[config.mk]
export PLATFORM = sky130hd
export DESIGN_NAME = shift_seq_unit
export DESIGN_NICKNAME = d
export VERILOG_FILES = /design/src/rtl/shift_seq_unit_pkg.sv /design/src/rtl/shift_seq_unit_amt_mux.sv /design/src/rtl/shift_seq_unit.sv
export SDC_FILE = /design/constraint.sdc
export NUM_CORES = 1
export LEC_CHECK = 0
export ABC_AREA = 1
export CORE_MARGIN = 5
export CORE_UTILIZATION = 36
export DETAILED_ROUTE_END_ITERATION = 8
export GPL_TIMING_DRIVEN = 0
export PLACE_DENSITY = 0.88
export SYNTH_ARGS = -nofsm -noshare
export SYNTH_HDL_FRONTEND = slang
export SYNTH_SLANG_ARGS = --single-unit
export TNS_END_PERCENT = 100
[constraint.sdc]
create_clock -name clk -period 2 [get_ports clk]
set_input_delay 0.3 -clock clk [delete_from_list [all_inputs] [get_ports clk]]
set_output_delay 0.3 -clock clk [all_outputs]
set_load 0.01 [all_outputs]
[src/rtl/shift_seq_unit_pkg.sv]
// Shared datapath defines for the serial shift sequencer: mode/state encodings and default sizing.
// No logic of its own; imported by the sequencer and its amount mux.
package shift_seq_unit_pkg;

  localparam int DEF_DATA_W = 32;
  localparam int DEF_NSRC   = 4;

  typedef enum logic [1:0] {
    MODE_SLL = 2'd0,
    MODE_SRL = 2'd1,
    MODE_SRA = 2'd2,
    MODE_ROR = 2'd3
  } shift_mode_e;

  typedef enum logic [1:0] {
    ST_IDLE  = 2'd0,
    ST_SHIFT = 2'd1,
    ST_DONE  = 2'd2
  } seq_state_e;

endpackage

[src/rtl/shift_seq_unit_amt_mux.sv]
// Combinational amount select: low AMT_W bits of source word amt_sel, zero when amt_sel >= NSRC.
// Zero latency, no backpressure.
module shift_amt_mux
  import shift_seq_unit_pkg::*;
#(
  parameter  int DATA_W = DEF_DATA_W,
  parameter  int NSRC   = DEF_NSRC,
  parameter  int AMT_W  = $clog2(DATA_W),
  localparam int SEL_W  = $clog2(NSRC)
) (
  input  logic [SEL_W-1:0]       amt_sel,
  input  logic [NSRC*DATA_W-1:0] amt_src,
  output logic [AMT_W-1:0]       amt,
  output logic                   sel_bad
);

  logic [DATA_W-1:0] word;
  logic              hit;
  logic              unused_word_hi;

  // A one-hot compare loop keeps out-of-range selects from ever indexing past amt_src.
  always_comb begin
    word = '0;
    hit  = 1'b0;
    for (int i = 0; i < NSRC; i++) begin
      if (amt_sel == SEL_W'(i)) begin
        word = amt_src[i*DATA_W +: DATA_W];
        hit  = 1'b1;
      end
    end
  end

  assign amt            = word[AMT_W-1:0];
  assign sel_bad        = ~hit;
  assign unused_word_hi = ^word[DATA_W-1:AMT_W];

endmodule

[src/rtl/shift_seq_unit.sv]
// Bit-serial shifter: amount k takes k+1 cycles after the start edge (done pulses in the last).
// start is ignored while busy; operands are captured at the accepted start edge.
module shift_seq_unit
  import shift_seq_unit_pkg::*;
#(
  parameter  int DATA_W = DEF_DATA_W,
  parameter  int NSRC   = DEF_NSRC,
  localparam int AMT_W  = $clog2(DATA_W),
  localparam int SEL_W  = $clog2(NSRC)
) (
  input  logic                   clk,
  input  logic                   reset_n,
  input  logic                   start,
  input  logic [1:0]             mode,
  input  logic [SEL_W-1:0]       amt_sel,
  input  logic [NSRC*DATA_W-1:0] amt_src,
  input  logic [DATA_W-1:0]      data_in,
  output logic [DATA_W-1:0]      data_out,
  output logic                   busy,
  output logic                   done,
  output logic                   sel_err
);

  seq_state_e  state;
  shift_mode_e mode_q;
  logic [AMT_W-1:0] amt_q;
  logic [AMT_W-1:0] count;
  logic [AMT_W-1:0] amt;
  logic             sel_bad;

  shift_amt_mux #(
    .DATA_W (DATA_W),
    .NSRC   (NSRC),
    .AMT_W  (AMT_W)
  ) u_amt_mux (
    .amt_sel (amt_sel),
    .amt_src (amt_src),
    .amt     (amt),
    .sel_bad (sel_bad)
  );

  function automatic logic [DATA_W-1:0] shift_one(input shift_mode_e m,
                                                  input logic [DATA_W-1:0] d);
    case (m)
      MODE_SLL: shift_one = {d[DATA_W-2:0], 1'b0};
      MODE_SRL: shift_one = {1'b0, d[DATA_W-1:1]};
      MODE_SRA: shift_one = {d[DATA_W-1], d[DATA_W-1:1]};
      default:  shift_one = {d[0], d[DATA_W-1:1]};
    endcase
  endfunction

  always_ff @(posedge clk) begin
    if (!reset_n) begin
      state    <= ST_IDLE;
      data_out <= '0;
      count    <= '0;
      mode_q   <= MODE_SLL;
      amt_q    <= '0;
      busy     <= 1'b0;
      done     <= 1'b0;
      sel_err  <= 1'b0;
    end else begin
      done    <= 1'b0;
      sel_err <= 1'b0;
      case (state)
        ST_IDLE: begin
          if (start) begin
            data_out <= data_in;
            mode_q   <= shift_mode_e'(mode);
            amt_q    <= amt;
            count    <= amt;
            sel_err  <= sel_bad;
            busy     <= 1'b1;
            if (amt != '0) begin
              state <= ST_SHIFT;
            end else begin
              state <= ST_DONE;
              done  <= 1'b1;
            end
          end
        end
        ST_SHIFT: begin
          data_out <= shift_one(mode_q, data_out);
          count    <= count - AMT_W'(1);
          // done is registered, so raise it on the same edge that enters DONE.
          if (count == AMT_W'(1)) begin
            state <= ST_DONE;
            done  <= 1'b1;
          end
        end
        default: begin
          state <= ST_IDLE;
          busy  <= 1'b0;
        end
      endcase
    end
  end

  // amt_q keeps the captured amount for debug visibility; count is the live step counter.
  logic unused_amt_q;
  assign unused_amt_q = ^amt_q;

endmodule

==> impl_summary.md, run 1 <==
Detailed routing
The routed layout has 2934 vias. In this run the remaining antenna-violating nets after routing total 0. Summed over all layers, the routed wires come to 7909 um. The DRC violation total after the first TritonRoute iteration is 274. The number of design rule violations left after detail routing is 0. After detailed routing, the average wire length per cell comes to 14.62 um. Using the TritonRoute via totals, the vias-per-cell ratio works out to 5.423. The number of optimization iterations in the first detailed-route pass is 6.

Place
The final weighted congestion of routability-driven global placement is 0.9129. Before CTS, the worst setup slack after placement is 147.3 ps. The placed wire-length estimate is 6011 um. The placement-stage cell area is 3496 um2. The placed cell count is 533. The count of buffers inserted at the top-level ports is 91.

Synth
Synthesis produced a netlist whose cell count is 362. After synthesis, the cell types taking the most area are sky130_fd_sc_hd__dfxtp_1 35%, sky130_fd_sc_hd__o21ai_0 19%, sky130_fd_sc_hd__a21oi_1 9.7%. The number of different library cells used by synthesis comes to 26.

The synthesized netlist net count is 531. In this run the cell area of the synthesized design comes to 2485 um2. Synthesis inferred 44 register bits. The biggest area contributor in the post-synthesis netlist is sky130_fd_sc_hd__dfxtp_1. The area share of the largest cell type after synthesis is 35.45%. Dividing the synthesized area by the synthesized cell count gives 6.864 um2. Sequential cells were found to cover 35.45% of the synthesized design area.

Yosys printed 0 warnings.

Clock network
The clock-pin slew reported for the worst setup and hold paths after clock tree synthesis is 90 ps. The clock insertion delay at the later pin of the skew report is 300 ps. The CTS tree is yes. The root cell of the clock tree is sky130_fd_sc_hd__clkbuf_8. In this run, post-CTS hold repair placed 0 buffers. Counting every sink on the clock net gives 44. The number of buffers created by CTS is 5.

The post-CTS setup-driven buffer insertion count is 0. The maximum buffer depth of the clock tree is 2. In this run, post-CTS repair resized a total of 0 instances.

In this run the number of H-tree levels came out at 2.

Power
In this run the power density over the cells is 959.2 nW/um2. The standby leakage power is 1.405 nW. The worst IR drop on VDD is 521.9 uV.

Run status
The flow ran to the end, and the final reports show no timing, DRC or antenna violations.

Cells and area
The net count of the finished layout is 629. After the flow finishes, the layout carries non-filler instances totaling 541. The combined flip-flop and latch cell area is 880.8 um2. In the final layout, the share of cells above drive strength 1 is 8.677%. The fill cell total of the finished layout is 651.

The post-route cell area is 3622 um2. The area taken by multi-input logic gates is 1351 um2. The diode insertion count for antenna repair is 0. From synthesis to final layout, the design area changed by 45.77%.

Timing
The worst hold margin is 383.5 ps. On the final layout, the worst clock skew is 12.62 ps. The shortest period the worst path allows is 1593 ps. Derived from the worst setup path, the maximum achievable clock frequency is 627.8 MHz. The portion of the clock cycle consumed by the worst path in the final layout is 79.64%. The count of final max-slew check failures is 0. In the final timing run, aggregate negative setup slack is 0 ps. Setup violations remaining at the end of the flow were counted as 0. The hold violation total from the final report is 0. The post-layout worst setup margin is 407.1 ps.

Setup repair after global routing left no endpoint under its margin.

Critical path
STA puts the critical path data arrival time at 1290 ps. Traced cell by cell, the critical path runs through clkdlybuf4s50_1. The internal reg-to-reg setup slack is 570 ps.

The kind of cell with the highest combined delay on the critical path is buffers and inverters. The worst setup path category is flip-flop to primary output. The endpoint type of the worst setup path is a primary output. The worst setup path is launched from a flip-flop.

For this design, the slowest cell found on the critical path is sky130_fd_sc_hd__clkdlybuf4s50_1. The data required time of the worst path is 1700 ps. The maximum fanout encountered on the critical timing path is 4. The number of buffers and inverters on the critical path is 1. In this design, the stage delay of the slowest critical-path cell is 580 ps.

Die
The core area is 6756 um2. The row count is 30. Once the floorplan was initialized, standard cells occupied 36.78% of the core. The chip height is 93.08 um. Pin placement for this block handled 202 I/O pins.

The x dimension of the die is 93.08 um. The die covers 8664 um2.

Job
Max-cap violations in this run came to 0.

GRT
The initial antenna violation count was 0. The via count of the first global-routing pass is 2719. The remaining global-route overflow is 0. The global-route wire length before repair is 12650 um. Entering global routing, the biggest net connects 14 pins. Global routing used 17.68% of the available tracks.

Worst hold path
The path class of the lowest-slack min-delay path is primary input to flip-flop.
-- layout make-up --
class,instances,share of cell area (%)
buffer,25,4.801
clock buffer,7,2.660
clock inverter,1,0.8290
inverter,19,2.176
multi-input combinational,274,37.31
sequential,44,24.32
tap,80,2.763
timing repair buffer,91,25.15
-- sequential cells by signal, summed over array words and instances (netlist names) --
register	flops
done	1
state	2
count	5
busy	1
data_out	32
sel_err	1
mode_q	2
-- where the power goes --
part | internal, mW | total [mW] | leakage [nW] | switching [mW]
Clock | 0.441 | 0.756 | 0.0645 | 0.315
Combinational | 0.703 | 1.48 | 0.976 | 0.780
Sequential | 1.06 | 1.23 | 0.365 | 0.177
Total | 2.20 | 3.47 | 1.41 | 1.27
-- kinds of logic after synthesis --
kind of cell	after synthesis	synth area share, %
AO/OA/AOI/OAI	156	32.53
AND/OR/NAND/NOR	115	20.69
buffers and inverters	44	10.17
flip-flops	44	35.45
adder cells (fa/ha/maj)	2	1.007
other	1	0.1509
-- worst paths after layout --
path,start,end,cells after the start
max,data_out[0],data_out[0],1
min,reset_n,data_out[0],3
max reg2reg,state[0],data_out[14],7
min reg2reg,count[1],count[1],2
-- worst min-delay path, stage by stage --
cell	delay, ps
sky130_fd_sc_hd__clkbuf_1	180
sky130_fd_sc_hd__o21ai_0	110
sky130_fd_sc_hd__a21oi_1	50
-- placed cells by master (no fill, tap or decap), drive strengths merged --
cell type      Yosys  routed
a21oi             48      48
a31oi              2       2
buf               16      16
nand3             20      20
o2111ai            1       1
or2                4       4
dfxtp             44      44
ha                 2       2
o21ai            105     105
clkdlybuf4s50      0      91
conb               1       1
nand2             31      31
clkbuf             9      16
bufinv             0       1
inv               19      19
nor2              60      60
-- routing by layer --
| layer | track usage (%) | up-vias | routed length, um |
|---|---|---|---|
| met3 | 4.183 | 13 | 695 |
| met5 | 0 | - | 0 |
| li1 | - | 1428 | - |
| met2 | 27.59 | 157 | 3653 |
| met4 | 5.495 | 0 | 112 |
| met1 | 24.11 | 1336 | 3448 |
-- synthesized netlist by cell type, drive strengths merged --
master / n
o2111ai: 1
nand3: 20
conb: 1
nor2: 60
inv: 19
nand2: 31
buf: 16
a31oi: 2
a21oi: 48
o21ai: 105
dfxtp: 44
clkbuf: 9
ha: 2
or2: 4
-- per-stage QoR --
step                      power, mW  util [%]
final                         3.474     53.61
after global routing          3.691     53.61
after CTS                     3.462     53.61
after detailed placement      2.719     51.74
after global placement        2.674     51.74
after floorplan               2.078         -
No activity file was read; power rests on OpenSTA's default activity.
==> run 2: changes to the inputs <==
Settings changed: CORE_UTILIZATION 36 to 30, PLACE_DENSITY 0.88 to 0.78.
Clock period 2 ns to 1.4 ns, I/O delays scaled along.
==> run 2 against run 1 <==
Die area is 18% higher. Power rose by 36%. Register-to-register slack worse by 510 ps. Cell area down 0.28%. Clock power rose by 30%. Clock skew is 5.9 ps lower. Worst hold slack worse by 72 ps. Worst setup slack got worse by 350 ps. Via count down 2.2%. Critical path type unchanged. Largest cell class unchanged.
==> impl_summary.md, run 2 (synthesis results as in run 1) <==
Cells and area
data_out holds more flip-flops than any other register. The net count of the finished layout is 629. The largest registers in the layout are data_out x32, count x5.

The area growth from synthesis to layout is 45.37%. The top cell types in the final layout, fill and taps aside, are 92 x sky130_fd_sc_hd__o21ai_0, 56 x sky130_fd_sc_hd__nor2_1, 56 x sky130_fd_sc_hd__clkdlybuf4s50_1, 48 x sky130_fd_sc_hd__a21oi_1, 38 x sky130_fd_sc_hd__dfxtp_1. For this run, the share of the core covered by cells in the final layout is 44.41%. Once layout is complete, the cells apart from fillers number 566. The layout has 857 filler cells. The post-route cell area is 3612 um2. The leading cell type in the layout, fill and taps excluded is sky130_fd_sc_hd__o21ai_0.

The flip-flop count of the largest register, all copies and words added is 32. The ratio of cells with drive above 1 in the final layout is 10.63%. The number of antenna diodes in the final layout is 0.

Critical path
For the worst setup path, the data arrival time is 1130 ps. The data required time of the worst path is 1190 ps. The maximum fanout encountered on the critical timing path is 1. The slowest library cell on the worst path is sky130_fd_sc_hd__clkdlybuf4s50_1. The signal on the critical path passes through clkdlybuf4s50_1. The startpoint identified for the worst register-to-register timing path is state[0].

The number of cells on the worst reg-to-reg path is 7. The kind of cell with the highest combined delay on the critical path is buffers and inverters. The most critical setup path has its startpoint at done.

The instance count on the critical path is 1. The maximum cell stage delay along the critical path is 530 ps. The worst setup path category is flip-flop to primary output. STA classifies the critical path startpoint as a flip-flop.

The endpoint type of the worst setup path is a primary output. Counting both buffers and inverters, the worst setup path holds a total of 1.

Place
The placed wire-length estimate is 6250 um. The placement-stage cell area is 3527 um2. The final weighted congestion of routability-driven global placement is 0.8101. The count of buffers inserted at the top-level ports is 91. Before CTS, the worst setup slack after placement is -411.5 ps. Including well taps, the total number of placed cells is 558.

Timing
After layout, the worst setup slack is 55.93 ps. The shortest period the worst path allows is 1344 ps. The worst path uses 96.00% of the clock period. The count of final max-slew check failures is 0. Setup violations remaining at the end of the flow were counted as 0. The hold violation total from the final report is 0. The worst hold margin is 311.9 ps. Setup repair after global routing left no endpoint under its margin. The worst clock skew is 6.685 ps. Static timing analysis puts the maximum clock frequency at 744.0 MHz.

GRT
After global routing the overflow that remains totals 0. Entering global routing, the biggest net connects 15 pins. The first global-routing pass estimated 13120 um of wire. The via count of the first global-routing pass is 2668.

The initial antenna violation count is 0. For this run, the total global-route usage over all layers was measured as 15.69%.

Detailed routing
The number of vias per cell is 5.069. The number of design rule violations left after detail routing is 0. Before antenna repair, the detailed router went through 4 iterations. The overall routed net length is 8136 um. After the first detailed-routing iteration, the DRC count stood at 182.

The number of antenna-violating nets in the routed design is 0. Detailed routing inserted a total of 2869 vias. In the final routed layout, each cell accounts on average for 14.37 um.

Clock network
The post-cts repair resize count is 39. The clock insertion delay at the later pin of the skew report is 290 ps. The H-tree was split into 2 levels.

In this run, CTS created clock tree buffers numbering 5. Once the clock tree was built, the setup fixing pass inserted 0 buffers. The number of sinks on the clock net is 44. The maximum buffer depth of the clock tree is 2.

Hold repair after CTS inserted 0 buffers. The root cell of the clock tree is sky130_fd_sc_hd__clkbuf_8. TritonCTS built the clock tree. After clock tree synthesis, the clock-pin slew on the worst setup and hold paths is 90 ps.

Die
The floorplan has 33 rows. The die is 101.0 um tall. The x dimension of the die is 101.0 um. After floorplanning, the core was sized to cover 8134 um2.

The effective utilization at floorplan is 30.55%. During I/O placement, the number of pins put on the boundary was 202. The area of the die is 10200 um2.

Worst hold path
The cell depth of the worst hold path is 3. The launch point of the worst hold path is reset_n. In this run the worst hold path is classified as primary input to flip-flop.

Job
Across the run, the number of max-cap violations was 0.

Power
The power per cell area is 1311 nW/um2. The worst IR drop on VDD is 685.5 uV. The standby leakage power is 1.531 nW.

Run status
The run finished with clean final reports.
-- run 2: changes by cell type in the layout (fill, tap and decap cells not counted), sizes merged --
| cell | change |
|---|---|
| clkdlybuf4s50 | -35 |
| dlygate4sd2 | +34 |
| clkbuf | -2 |
| clkinv | +1 |
| clkinvlp | +1 |
| dlymetal6s2s | +1 |
-- run 2: layout make-up --
cell class	instances	area [um2]	share of cell area (%)
multi-input combinational	274	1351	37.41
tap	105	131.4	3.637
timing repair buffer	91	870.8	24.11
sequential	44	888.4	24.59
inverter	19	81.33	2.251
clock inverter	3	42.54	1.178
clock buffer	5	68.82	1.905
buffer	25	177.7	4.919
-- run 2: final timing paths --
kind              slack (ps)           end
hold reg to reg          480          busy
hold / removal           310   data_out[0]
setup / recovery          60          done
setup reg to reg          60  data_out[29]
-- run 2: through the flow --
stage	power [mW]	TNS, ps
finish	4.736	0
detailed placement	3.897	-6242
global placement	3.845	-4797
floorplan	2.968	0
global route	5.075	0
CTS	4.737	0
-- run 2: worst reg2reg max path, stage by stage (launching register included) --
cell and delay [ps]:
sky130_fd_sc_hd__dfxtp_2 390, sky130_fd_sc_hd__inv_4 70, sky130_fd_sc_hd__nor2_8 170, sky130_fd_sc_hd__inv_8 70
sky130_fd_sc_hd__buf_6 150, sky130_fd_sc_hd__buf_4 170, sky130_fd_sc_hd__o21ai_0 110, sky130_fd_sc_hd__a21oi_1 110
-- run 2: power by group --
group	switching, mW	leakage (nW)	internal, mW
combinational	1.11	1.11	0.871
sequential	0.253	0.367	1.52
clock	0.452	0.0541	0.528
total	1.82	1.53	2.92
-- run 2: per-layer routing --
metal | wire length [um] | global-route usage (%) | vias to the layer above
met3 | 545 | 2.976 | 6
li1 | - | - | 1436
met1 | 3806 | 22.09 | 1331
met5 | 0 | 0 | -
met4 | 73 | 3.885 | 0
met2 | 3711 | 24.66 | 96
==> run 3: changes to the inputs <==
Settings changed: ABC_AREA 1 to 0.
==> run 3 against run 2 <==
Clock power shrank 2%. Synthesized cell count shrank 27%. Via count shrank 11%. Die area grew 0.55%. Global-route usage shrank 1.1 points. Sequential share of layout area shrank 1.7 points. Utilization grew 3.8 points. Register-to-register slack lost 40 ps. Fmax shrank 2.6%. Critical path type is now flip-flop to flip-flop. Combinational power shrank 34%.
==> impl_summary.md, run 3 <==
Run status
The flow ran to the end, and the final reports show no timing, DRC or antenna violations.

Cells and area
The post-route cell area is 3938 um2. The area growth from synthesis to layout is 57.51%. The leading cell type in the layout, fill and taps excluded is sky130_fd_sc_hd__clkdlybuf4s50_1.

The number of antenna diodes in the final layout is 0. Leaving out fill and tap cells, the most frequent cells in the layout are 51 x sky130_fd_sc_hd__clkdlybuf4s50_1, 36 x sky130_fd_sc_hd__inv_1, 35 x sky130_fd_sc_hd__dlygate4sd2_1. The ratio of cells with drive above 1 in the final layout is 20.16%. The finished layout holds 482 standard cells, fillers aside.

The utilization after layout is 48.16%. The register with the most flip-flops in the layout has 32 of them. The largest registers in the layout are data_out x32, count x5. data_out holds more flip-flops than any other register. The net count of the finished layout is 545.

Timing
The portion of the clock cycle consumed by the worst path in the final layout is 98.55%. Setup repair after global routing could not meet its margin everywhere. The final sum of negative setup slack is 0 ps. Counting I/O delays and the setup requirement, the final critical path takes 1380 ps. Setup violations remaining at the end of the flow were counted as 0.

The count of final max-slew check failures came to 0. The highest attainable clock frequency is 724.8 MHz. Hold timing on the final database bottoms out at a slack of 462.0 ps. Clock skew on the completed layout was measured at 6.784 ps. The hold violation total from the final report is 0.

Place
In this run the tool buffered the top-level ports with 92 buffer cells. After detailed placement, the total cell area comes to 3552 um2. Detailed placement finished with a half-perimeter wire length of 5570 um. In this run, placement finished with an instance count of 460.

The final weighted congestion of routability-driven global placement is 0.8355.

Clock network
The clock tree synthesis step divided the H-tree into 2 levels. The number of buffers created by CTS is 5. Clock-pin slew was measured on the worst setup and hold paths at 80 ps. The number of sinks on the clock net is 44. TritonCTS built the clock tree. The maximum buffer depth of the clock tree is 2.

CTS placed an instance of sky130_fd_sc_hd__clkbuf_8 at the clock tree root. The clock insertion delay at the later pin of the skew report is 300 ps.

Die
The effective utilization at floorplan is 30.58%. The number of top-level pins is 202. The core region is 8175 um2. In this run the vertical extent of the chip is 101.3 um.

The x dimension of the die is 101.3 um. The row count is 33. The area of the die is 10260 um2.

Critical path
The arrival time reported for the critical path endpoint is 1620 ps. The endpoint identified for the worst register-to-register timing path is data_out[31]. Traced cell by cell, the critical path runs through nor2_4, or2_4, or4_4, a21boi_2. The maximum fanout encountered on the critical timing path is 4.

The data required time of the worst path is 1640 ps. The source of the worst register-to-register timing path is state[0]. STA classifies the critical path endpoint as a flip-flop.

For this run, the slowest stage of the critical path takes 510 ps. The worst setup path category is flip-flop to flip-flop. The worst setup path is launched from a flip-flop.

The worst-case reg-to-reg path depth is 4. Setup slack on the worst reg-to-reg path comes out at 20 ps. Among all stages on the critical path, the largest delay is contributed by sky130_fd_sc_hd__or4_4.

Synth
After synthesis, the cell types taking the most area are sky130_fd_sc_hd__dfxtp_1 35%, sky130_fd_sc_hd__o211a_1 12%, sky130_fd_sc_hd__mux2i_1 12%. The synthesized design contains 0 enable-type register cells. The cell area that synthesis handed to floorplanning was 2500 um2. After synthesis, the most frequently instantiated cells are 44 x sky130_fd_sc_hd__dfxtp_1, 36 x sky130_fd_sc_hd__inv_1, 31 x sky130_fd_sc_hd__o211a_1, 31 x sky130_fd_sc_hd__o221ai_1, 30 x sky130_fd_sc_hd__mux2i_1. The primary flip-flop cell chosen by synthesis mapping is sky130_fd_sc_hd__dfxtp_1. The dominant cell type by area after synthesis is sky130_fd_sc_hd__dfxtp_1. Counting flops and latches in the post-synthesis netlist gives 44. The number of nets handed over by synthesis was 432. The average instance in the mapped netlist occupies 9.505 um2. In this run the biggest area consumer among cell types represents 35.24% of the synthesized area. The share of synthesized area occupied by flip-flops and latches is 35.24%. The cell with the most instances after synthesis is sky130_fd_sc_hd__dfxtp_1.

Counting every instance in the synthesized netlist gives 263. The number of unique standard cell types used by synthesis is 38. The count of yosys warnings during synthesis is 0.

Counting flops with an async set or reset pin after synthesis yields a share of 0%.

Job
The count of maximum capacitance violations is 0.

Worst hold path
The path class of the lowest-slack min-delay path is primary input to flip-flop. The launch point of the worst hold path is mode[1]. For hold timing, the worst endpoint is mode_q[1]. The cell depth of the worst hold path is 3.

Power
The analysis attributes to cell leakage a power of 2.117 nW. The worst IR drop on VDD is 488.2 uV. The power per cell area is 974.8 nW/um2.

GRT
The maximum number of pins on one net before global-route repair is 14. After global routing the overflow that remains totals 0. The initial antenna violation count is 0. The via count of the first global-routing pass is 2530.

The global-route wire length before repair is 12200 um. Global routing used 14.54% of the available tracks.

Detailed routing
For this run, the detailed router's first-pass iteration total came to 4. The overall routed net length is 7687 um. The detail route stage leaves a number of antenna-violating nets equal to 0.

The total via count in the routed design is 2542. The number of design rule violations left after detail routing is 0. The post-detailed-route wirelength per cell is 15.95 um.

The number of vias per cell is 5.274. The DRC violation total after the first TritonRoute iteration is 76.
-- run 3: how the worst max path moves through the flow --
stage	from	endpoint	slack, ps	depth (start not counted)
final	state[0]	data_out[31]	20	4
after global routing	state[0]	data_out[31]	-20	5
after CTS	state[1]	data_out[31]	2	5
after detailed placement	start	data_out[1]	-640	6
after global placement	start	data_out[23]	-640	6
after floorplan	state[1]	data_out[31]	4	4
-- run 3: layout make-up --
class | instances | area, um2
buffer | 22 | 175.2
clock buffer | 6 | 72.57
clock inverter | 2 | 35.03
fill | 801 | 4238
inverter | 36 | 135.1
multi-input combinational | 160 | 1454
sequential | 44 | 899.6
tap | 105 | 131.4
timing repair buffer | 107 | 1035
-- run 3: worst max-delay path, delay by kind of cell, from the launching register on --
kind,cells,cell delay [ps]
flip-flops,1,400
AND/OR/NAND/NOR,3,820
AO/OA/AOI/OAI,1,120
-- run 3: layer usage --
metal | vias up | wire (um) | GRT usage, %
met5 | - | 0 | 0
met3 | 6 | 695 | 4.201
met2 | 105 | 3298 | 21.98
li1 | 1215 | - | -
met1 | 1216 | 3650 | 20.50
met4 | 0 | 42 | 3.272
-- run 3: logic make-up after synthesis --
kind of cell	after synthesis	share of synthesized area, %
AO/OA/AOI/OAI	90	30.38
buffers and inverters	59	9.710
flip-flops	44	35.24
multiplexers	35	16.52
AND/OR/NAND/NOR	32	7.008
adder cells (fa/ha/maj)	2	1.001
other	1	0.1500
-- run 3: metrics by stage --
| stage | total power [mW] | setup slack, ps |
|---|---|---|
| after global placement | 2.758 | -639.5 |
| after CTS | 3.742 | 2.166 |
| after detailed placement | 2.789 | -637.1 |
| after floorplan | 2.225 | 3.898 |
| final | 3.838 | 20.35 |
| after global routing | 4.058 | -17.50 |
-- run 3: what timing repair did --
| action | 4_1_cts | 5_1_grt |
|---|---|---|
| hold buffers | 0 | 0 |
| gates cloned | 0 | 1 |
| setup endpoints to repair | 72 | 38 |
| buffers inserted | 6 | 8 |
| gates resized for setup | 72 | 39 |
| pin swaps | 4 | 8 |
-- run 3: report_power, final --
part           total [mW]  leakage, nW  switching [mW]  internal, mW
sequential           1.56        0.370           0.157          1.40
clock               0.965       0.0552           0.435         0.530
combinational        1.31         1.69           0.583         0.731
